**src/rtl/wb_master_pkg.sv**
```systemverilog
// Shared types for the single-outstanding Wishbone classic-cycle initiator.
package wb_master_pkg;

    typedef enum logic [1:0] {
        IDLE,
        BUS,
        BACKOFF,
        RESP
    } state_t;

    typedef enum logic [1:0] {
        WB_OK,
        WB_BUS_ERR,
        WB_RETRY_EXHAUSTED,
        WB_TIMEOUT
    } wb_status_t;

endpackage

```
**src/rtl/wb_timeout_counter.sv**
```systemverilog
// Counts consecutive enabled cycles; expired_c flags the TIMEOUT_CYCLES-th one.
// Instantiated by wb_master_port only when WB_MASTER_TIMEOUT_EN is defined.
module wb_timeout_counter #(
    parameter int unsigned TIMEOUT_CYCLES = 255
) (
    input  logic clk,
    input  logic reset,
    input  logic clear_i,
    input  logic enable_i,
    output logic expired_c
);

    localparam int unsigned CNT_W_RAW = $clog2(TIMEOUT_CYCLES + 1);
    localparam int unsigned CNT_W     = (CNT_W_RAW < 1) ? 1 : CNT_W_RAW;
    localparam int unsigned LAST      = (TIMEOUT_CYCLES > 0) ? TIMEOUT_CYCLES - 1 : 0;

    logic [CNT_W-1:0] count_q;

    // Expires during the last permitted cycle so the owner leaves on that edge.
    assign expired_c = enable_i && (count_q == CNT_W'(LAST));

    always_ff @(posedge clk or posedge reset) begin
        if (reset) begin
            count_q <= '0;
        end else if (clear_i) begin
            count_q <= '0;
        end else if (enable_i && !expired_c) begin
            count_q <= count_q + CNT_W'(1);
        end
    end

endmodule

```
**src/rtl/wb_master_port.sv**
```systemverilog
// Single-outstanding Wishbone classic initiator with retry and status response.
// Optional bus watchdog enabled by defining WB_MASTER_TIMEOUT_EN.
module wb_master_port
    import wb_master_pkg::*;
#(
    parameter int unsigned DATA_WIDTH     = 32,
    parameter int unsigned SELECT_WIDTH   = 4,
    parameter int unsigned ADDR_WIDTH     = 32,
    parameter int unsigned MAX_RETRY      = 3,
    parameter int unsigned TIMEOUT_CYCLES = 255
) (
    input  logic                    clk,
    input  logic                    reset,
    input  logic                    req_valid,
    output logic                    req_ready,
    input  logic                    req_we,
    input  logic [ADDR_WIDTH-1:0]   req_adr,
    input  logic [SELECT_WIDTH-1:0] req_sel,
    input  logic [DATA_WIDTH-1:0]   req_dat,
    output logic                    rsp_valid,
    input  logic                    rsp_ready,
    output logic [DATA_WIDTH-1:0]   rsp_dat,
    output logic [1:0]              rsp_status,
    output logic                    wb_cyc_o,
    output logic                    wb_stb_o,
    output logic                    wb_we_o,
    output logic [ADDR_WIDTH-1:0]   wb_adr_o,
    output logic [SELECT_WIDTH-1:0] wb_sel_o,
    output logic [DATA_WIDTH-1:0]   wb_dat_o,
    input  logic [DATA_WIDTH-1:0]   wb_dat_i,
    input  logic                    wb_ack_i,
    input  logic                    wb_err_i,
    input  logic                    wb_rty_i
);

    localparam int unsigned RETRY_W_RAW = $clog2(MAX_RETRY + 1);
    localparam int unsigned RETRY_W     = (RETRY_W_RAW < 1) ? 1 : RETRY_W_RAW;

    typedef struct packed {
        logic                    we;
        logic [ADDR_WIDTH-1:0]   adr;
        logic [SELECT_WIDTH-1:0] sel;
        logic [DATA_WIDTH-1:0]   dat;
    } cmd_t;

    state_t               state_q, state_d;
    cmd_t                 cmd_q, cmd_d;
    logic [RETRY_W-1:0]   retry_q, retry_d;
    logic [DATA_WIDTH-1:0] rsp_dat_q, rsp_dat_d;
    wb_status_t           status_q, status_d;
    logic                 bus_q, bus_d;
    logic                 req_ready_q, req_ready_d;
    logic                 rsp_valid_q, rsp_valid_d;
    logic                 timeout_c;

`ifdef WB_MASTER_TIMEOUT_EN
    wb_timeout_counter #(
        .TIMEOUT_CYCLES(TIMEOUT_CYCLES)
    ) u_timeout (
        .clk       (clk),
        .reset     (reset),
        .clear_i   (state_q != BUS),
        .enable_i  (state_q == BUS),
        .expired_c (timeout_c)
    );
`else
    logic unused_timeout_cycles;
    assign unused_timeout_cycles = ^32'(TIMEOUT_CYCLES);
    assign timeout_c = 1'b0;
`endif

    // Next state, captured command and response; ack > err > rty > timeout.
    always_comb begin
        state_d   = state_q;
        cmd_d     = cmd_q;
        retry_d   = retry_q;
        rsp_dat_d = rsp_dat_q;
        status_d  = status_q;

        unique case (state_q)
            IDLE: begin
                if (req_valid) begin
                    cmd_d   = '{we: req_we, adr: req_adr, sel: req_sel, dat: req_dat};
                    retry_d = '0;
                    state_d = BUS;
                end
            end
            BUS: begin
                if (wb_ack_i) begin
                    rsp_dat_d = cmd_q.we ? '0 : wb_dat_i;
                    status_d  = WB_OK;
                    state_d   = RESP;
                end else if (wb_err_i) begin
                    rsp_dat_d = '0;
                    status_d  = WB_BUS_ERR;
                    state_d   = RESP;
                end else if (wb_rty_i) begin
                    if (retry_q < RETRY_W'(MAX_RETRY)) begin
                        retry_d = retry_q + RETRY_W'(1);
                        state_d = BACKOFF;
                    end else begin
                        rsp_dat_d = '0;
                        status_d  = WB_RETRY_EXHAUSTED;
                        state_d   = RESP;
                    end
                end else if (timeout_c) begin
                    rsp_dat_d = '0;
                    status_d  = WB_TIMEOUT;
                    state_d   = RESP;
                end
            end
            BACKOFF: begin
                state_d = BUS;
            end
            RESP: begin
                if (rsp_ready) begin
                    rsp_dat_d = '0;
                    status_d  = WB_OK;
                    state_d   = IDLE;
                end
            end
            default: state_d = IDLE;
        endcase

        // Control outputs are registered decodes of the next state.
        bus_d       = (state_d == BUS);
        req_ready_d = (state_d == IDLE);
        rsp_valid_d = (state_d == RESP);
    end

    always_ff @(posedge clk or posedge reset) begin
        if (reset) begin
            state_q     <= IDLE;
            cmd_q       <= '0;
            retry_q     <= '0;
            rsp_dat_q   <= '0;
            status_q    <= WB_OK;
            bus_q       <= 1'b0;
            req_ready_q <= 1'b0;
            rsp_valid_q <= 1'b0;
        end else begin
            state_q     <= state_d;
            cmd_q       <= cmd_d;
            retry_q     <= retry_d;
            rsp_dat_q   <= rsp_dat_d;
            status_q    <= status_d;
            bus_q       <= bus_d;
            req_ready_q <= req_ready_d;
            rsp_valid_q <= rsp_valid_d;
        end
    end

    assign req_ready  = req_ready_q;
    assign rsp_valid  = rsp_valid_q;
    assign rsp_dat    = rsp_dat_q;
    assign rsp_status = status_q;
    assign wb_cyc_o   = bus_q;
    assign wb_stb_o   = bus_q;
    assign wb_we_o    = cmd_q.we;
    assign wb_adr_o   = cmd_q.adr;
    assign wb_sel_o   = cmd_q.sel;
    assign wb_dat_o   = cmd_q.dat;

endmodule

```
**config.mk**
```make
export PLATFORM = sky130hd
export DESIGN_NAME = wb_master_port
export DESIGN_NICKNAME = d
export VERILOG_FILES = /design/src/rtl/wb_master_pkg.sv /design/src/rtl/wb_timeout_counter.sv /design/src/rtl/wb_master_port.sv
export SDC_FILE = /design/constraint.sdc
export NUM_CORES = 1
export LEC_CHECK = 0
export BUFFER_PORTS_ARGS = -buffer_cell sky130_fd_sc_hd__buf_2
export CAP_MARGIN = 20
export CORE_MARGIN = 8
export CORE_UTILIZATION = 35
export CTS_CLUSTER_DIAMETER = 200
export DETAILED_ROUTE_END_ITERATION = 10
export PLACE_DENSITY_LB_ADDON = 0.2
export SETUP_SLACK_MARGIN = 0.1
export SYNTH_ARGS = -nofsm -noshare
export SYNTH_HDL_FRONTEND = slang
export SYNTH_SLANG_ARGS = --single-unit
```
**constraint.sdc**
```tcl
create_clock -name clk -period 6.1 [get_ports clk]
set_clock_uncertainty 0.1 [all_clocks]
set_input_delay 0.61 -clock clk [delete_from_list [all_inputs] [get_ports clk]]
set_output_delay 0.61 -clock clk [all_outputs]
set_load 0.01 [all_outputs]
```
# Yosys cells after proc, flatten, opt, wreduce, memory -nomap -nowiden
# Cells that the tools add are included.
[totals] n_memories=0 reg_bits=110 latch_bits=0 inputBits=108 elab_cells=59 mem_bits_ro=0 ramBits=0
[op_classes] div_mod_pow=0 n_mul=0 n_eq_ne=13 reduce_logical=7 n_shift=0 n_mux=26 order_cmp=1 add_sub_neg=1 bitwise_logic=0
[op_table] operator="32-bit 2-to-1 mux" count=6
[op_table] operator="32-bit case mux with 2 select lines" count=1
[op_table] operator="2-bit 2-to-1 mux" count=15
[op_table] operator="2-bit != test (second input constant)" count=6
[op_table] operator="4-bit != test (second input constant)" count=2
[op_table] operator="2-bit case mux with 2 select lines" count=2
[op_table] operator="2-bit case mux with 4 select lines" count=1
[op_table] operator="2-bit equality test (second input constant)" count=3
[op_table] operator="6-bit AND reduction" count=1
[op_table] operator="2-bit by 1-bit equality test with 1-bit output (second input constant)" count=2
[op_table] operator="2-bit logical NOT" count=2
[op_table] operator="4-bit AND reduction" count=1
[op_table] operator="2-bit nonzero test" count=2
[op_table] operator="2-bit by 1-bit adder with 2-bit output (second input constant)" count=1
[op_table] operator="2-bit < comparator (second input constant)" count=1
[op_table] operator="2-bit AND reduction" count=1
[op_table] operator="1-bit 2-to-1 mux" count=1

# Depth between registers and ports, before layout
[logic_depth] word_depth=7 depth_mapped=5

# Least setup slack after synthesis
# OpenSTA, ideal clock, no wires.
[synth_timing] path_kind="input to register" startpoint="input wb_ack_i" endpoint="register retry_q[1]" stages=3 path_buffers=0 path_slack_ps=4162 setup_ps=125 t_arrival_ps=1713 required_time_ps=5875 cell_sequence="or4b_4 -> nor3b_4 -> mux2_4"
[synth_between] elab_chain_len=2
[synth_rtl] element="from (decl)" line_no="wb_master_port.sv:31" text="input logic wb_ack_i,"
[synth_rtl] element="2-bit != test (no line)"
[synth_rtl] element="6-bit AND reduction (no line)"
[synth_rtl] element="to (signal assigned)" line_no="wb_master_port.sv:144" text="retry_q <= retry_d;"
[synth_rtl] element="to (decl)" line_no="wb_master_port.sv:48" text="logic [RETRY_W-1:0] retry_q, retry_d;"
# Every way passes these cells.
# A chain may end at the register's enable or synchronous reset.

# Worst setup path after layout
[layout_timing] startpoint="register state_q[1]" endpoint="register rsp_dat_q[20] (netlist: rsp_dat[20])"
[layout_between] elab_chain_len=3
[layout_rtl] element="from (decl)" line_no="wb_master_port.sv:46" text="state_t state_q, state_d;"
[layout_rtl] element="from (signal assigned)" line_no="wb_master_port.sv:142" text="state_q <= state_d;"
[layout_rtl] element="2-bit by 1-bit equality test with 1-bit output / 2-bit equality test (equally long branches)" line_no="wb_master_port.sv:80" text="unique case (state_q)"
[layout_rtl] element="4-bit != test (no line), or another cell as far along"
[layout_rtl] element="4-bit AND reduction (no line)"
[layout_rtl] element="to (signal assigned)" line_no="wb_master_port.sv:145" text="rsp_dat_q <= rsp_dat_d;"
[layout_rtl] element="to (decl)" line_no="wb_master_port.sv:49" text="logic [DATA_WIDTH-1:0] rsp_dat_q, rsp_dat_d;"
# Several ways; a longest one is shown, not always the timed one.

==> impl_results.md <==
- Outcome: complete, no violations
- Hold crit path type: in -> async
- Die Height: 125 microns
- Port Buffers: 214
- Worst setup EP type: flip-flop
- Grt total ovfl: 0
- Core area: 11,500 sq um
- Peak supply drop: 0.000255 V
- Layout net count: 576
- Crit Path Category: reg -> reg
- Total number of vias: 2,865
- Post-CTS sizing: 0
- Initial core utilization: 36.0%
- DP HPWL: 7800 microns
- Clk sinks: 110
- Tcrit/Tclk final: 33.4%
- Reg clk slew, reported paths: 70 ps
- Worst EP required: 6280 ps
- Worst-path maximum fanout: 25
- TritonRoute pass-1 iters: 4
- Die area: 15,500 sq um
- CTS Buf Count: 9
- Vias in the first global route: 3,225
- CTS tree: built
- Via/cell ratio: 4.66
- Setup crit start kind: flip-flop
- RD Place Congestion: 0.701
- Post-CTS setup buffers: 0
- Synth Area per Inst: 16.2 sq um
- DRC: 0
- F_max: 491 MHz
- Setup Total Neg Slack: 0 ps
- Largest net degree at the start of global routing: 78
- Max_cap viols: 0
- Synthesized area: 4130 sq um
- Max Slew Vio Count: 0
- Share of layout cells above drive strength 1: 65.9%
- GRT Util Overall: 13.2%
- Most frequent cells in the layout: buf_2 (214), dfrtp_1 (110), mux2_2 (69), a22o_1 (32), clkbuf_16 (9)
- Antenna Nets Post-Route: 0
- Worst-Skew Late Latency: 330 ps
- Yosys Warn Count: 0
- Site Rows: 39
- Routed WL per cell: 16.8 microns
- Layout area overhead: 37.1%
- Final setup viols: 0
- ANT cells: 0
- Routed wire length: 10,300 microns
- Clock period minus worst slack: 2040 ps
- Clk buf depth: 2
- Fin. Hold Viols: 0
- First-pass GRT wire length: 16,900 microns
- Post-layout util: 49.3%
- Initial antenna violation count: 0
- Synthesized instance count: 255
- PwrDens: 519 nW/um^2
- Die Wd: 125 microns
- Root buffer cell: clkbuf_16
- Net Count, Synth: 364
- Clock H-tree levels: 3
- Data arrival, critical path: 2210 ps
- Post-synthesis sequential area ratio: 66.7%
- RSZ-0062 raised after global routing: false
- Yosys cell types: 32
- 1st-iter DRT viols: 143
- Rel. slew slack: 35.4%
- Measured slew at the worst slew-check pin: 969 ps
- Hold buffer count at cts: 0
- FF+latch count, synth: 110
- Most common cell after layout, fill and taps aside: buf_2
- Total leakage power: 2.92 nW
- I/O pin cnt: 215
through the flow:
stage               setup slack (ps)  total power [mW]  std cells  hold slack [ps]  instance area, sq um
detailed placement              3830              2.34        599              360                  5330
CTS                             4030              2.99        615              173                  5660
finish                          4060              2.93        615              166                  5660
global route                    3900              3.13        615              187                  5660
global placement                3890              2.31        599              361                  5330
floorplan                       2490              1.86        255              356                  4130
routing by layer:
metal,global-route usage (%),part of all wire [%],vias up
li1,-,-,1351
met1,16.2,43,1370
met2,20.3,46,139
met3,6.30,9.8,5
met4,3.61,0.78,0
met5,0,0,-
worst max-delay path, stage by stage, from the launching register on:
cell	delay [ps]
dfrtp_1	490
or3_1	450
o211ai_2	400
buf_4	350
a22o_1	180
path summary, 6_finish.rpt:
check | endpoint | start | slack (ps) | depth (start not counted)
hold / removal | wb_adr_o[14] | reset | 170 | 2
min in group clk | rsp_status[0] | rsp_status[0] | 380 | 1
setup reg to reg | rsp_dat[20] | state_q[1] | 4060 | 4
hold reg to reg | rsp_status[0] | rsp_status[0] | 380 | 1
setup / recovery | rsp_dat[20] | state_q[1] | 4060 | 4
max in group asynchronous | wb_dat_o[7] | reset | 4410 | 3
cells by family (layout without fill, tap and decap cells):
| kind of cell | Yosys count | after routing | synth area share, % |
|---|---|---|---|
| muxes | 71 | 71 | 19.4 |
| buffers and inverters | 18 | 235 | 2.24 |
| DFF | 110 | 110 | 66.7 |
| AOI/OAI and AO/OA | 37 | 37 | 7.79 |
| and+or+nand+nor | 18 | 18 | 3.52 |
| adders and majority gates | 1 | 1 | 0.303 |
Yosys cell counts, drive strengths merged:
cell type	count	area [sq um]
mux2i	1	10.0
o31ai	1	7.51
nand2	2	7.51
or4	1	7.51
inv	1	3.75
nand2b	1	6.26
and4bb	2	25.0
a22o	32	280
nor2	1	3.75
clkbuf	4	15.0
and3	1	6.26
or2b	1	7.51
nand3	1	5.00
mux2	70	792
ha	1	12.5
and2	1	6.26
nor2b	1	6.26
a21o	1	7.51
a21oi	1	5.00
nor3	1	5.00
o211ai	1	12.5
nor3b	3	38.8
or3	1	6.26
or4b	1	13.8
buf	13	73.8
dfrtp	110	2750
o2bb2ai	1	8.76
flip-flops by register name (all words and copies together) (netlist names):
name and flops:
state_q 2, wb_sel_o 4, rsp_status 2, wb_cyc_o 1
rsp_dat 32, wb_dat_o 32, rsp_valid 1, wb_we_o 1
wb_adr_o 32, retry_q 2, req_ready 1
power breakdown:
| part | leakage (nW) | internal (mW) | switching [mW] |
|---|---|---|---|
| logic | 1.39 | 0.542 | 0.515 |
| registers | 1.37 | 1.06 | 0.177 |
| clock network | 0.161 | 0.366 | 0.271 |
cell type report:
cell class,instances,area [sq um]
Clock buffer,9,225
Clock inverter,7,104
Fill cell,1032,5810
Inverter,1,6.26
Multi-Input combinational cell,127,1290
Sequential cell,110,2750
Tap cell,143,179
Timing Repair Buffer,218,1100
(Power assumes the default switching activity.)
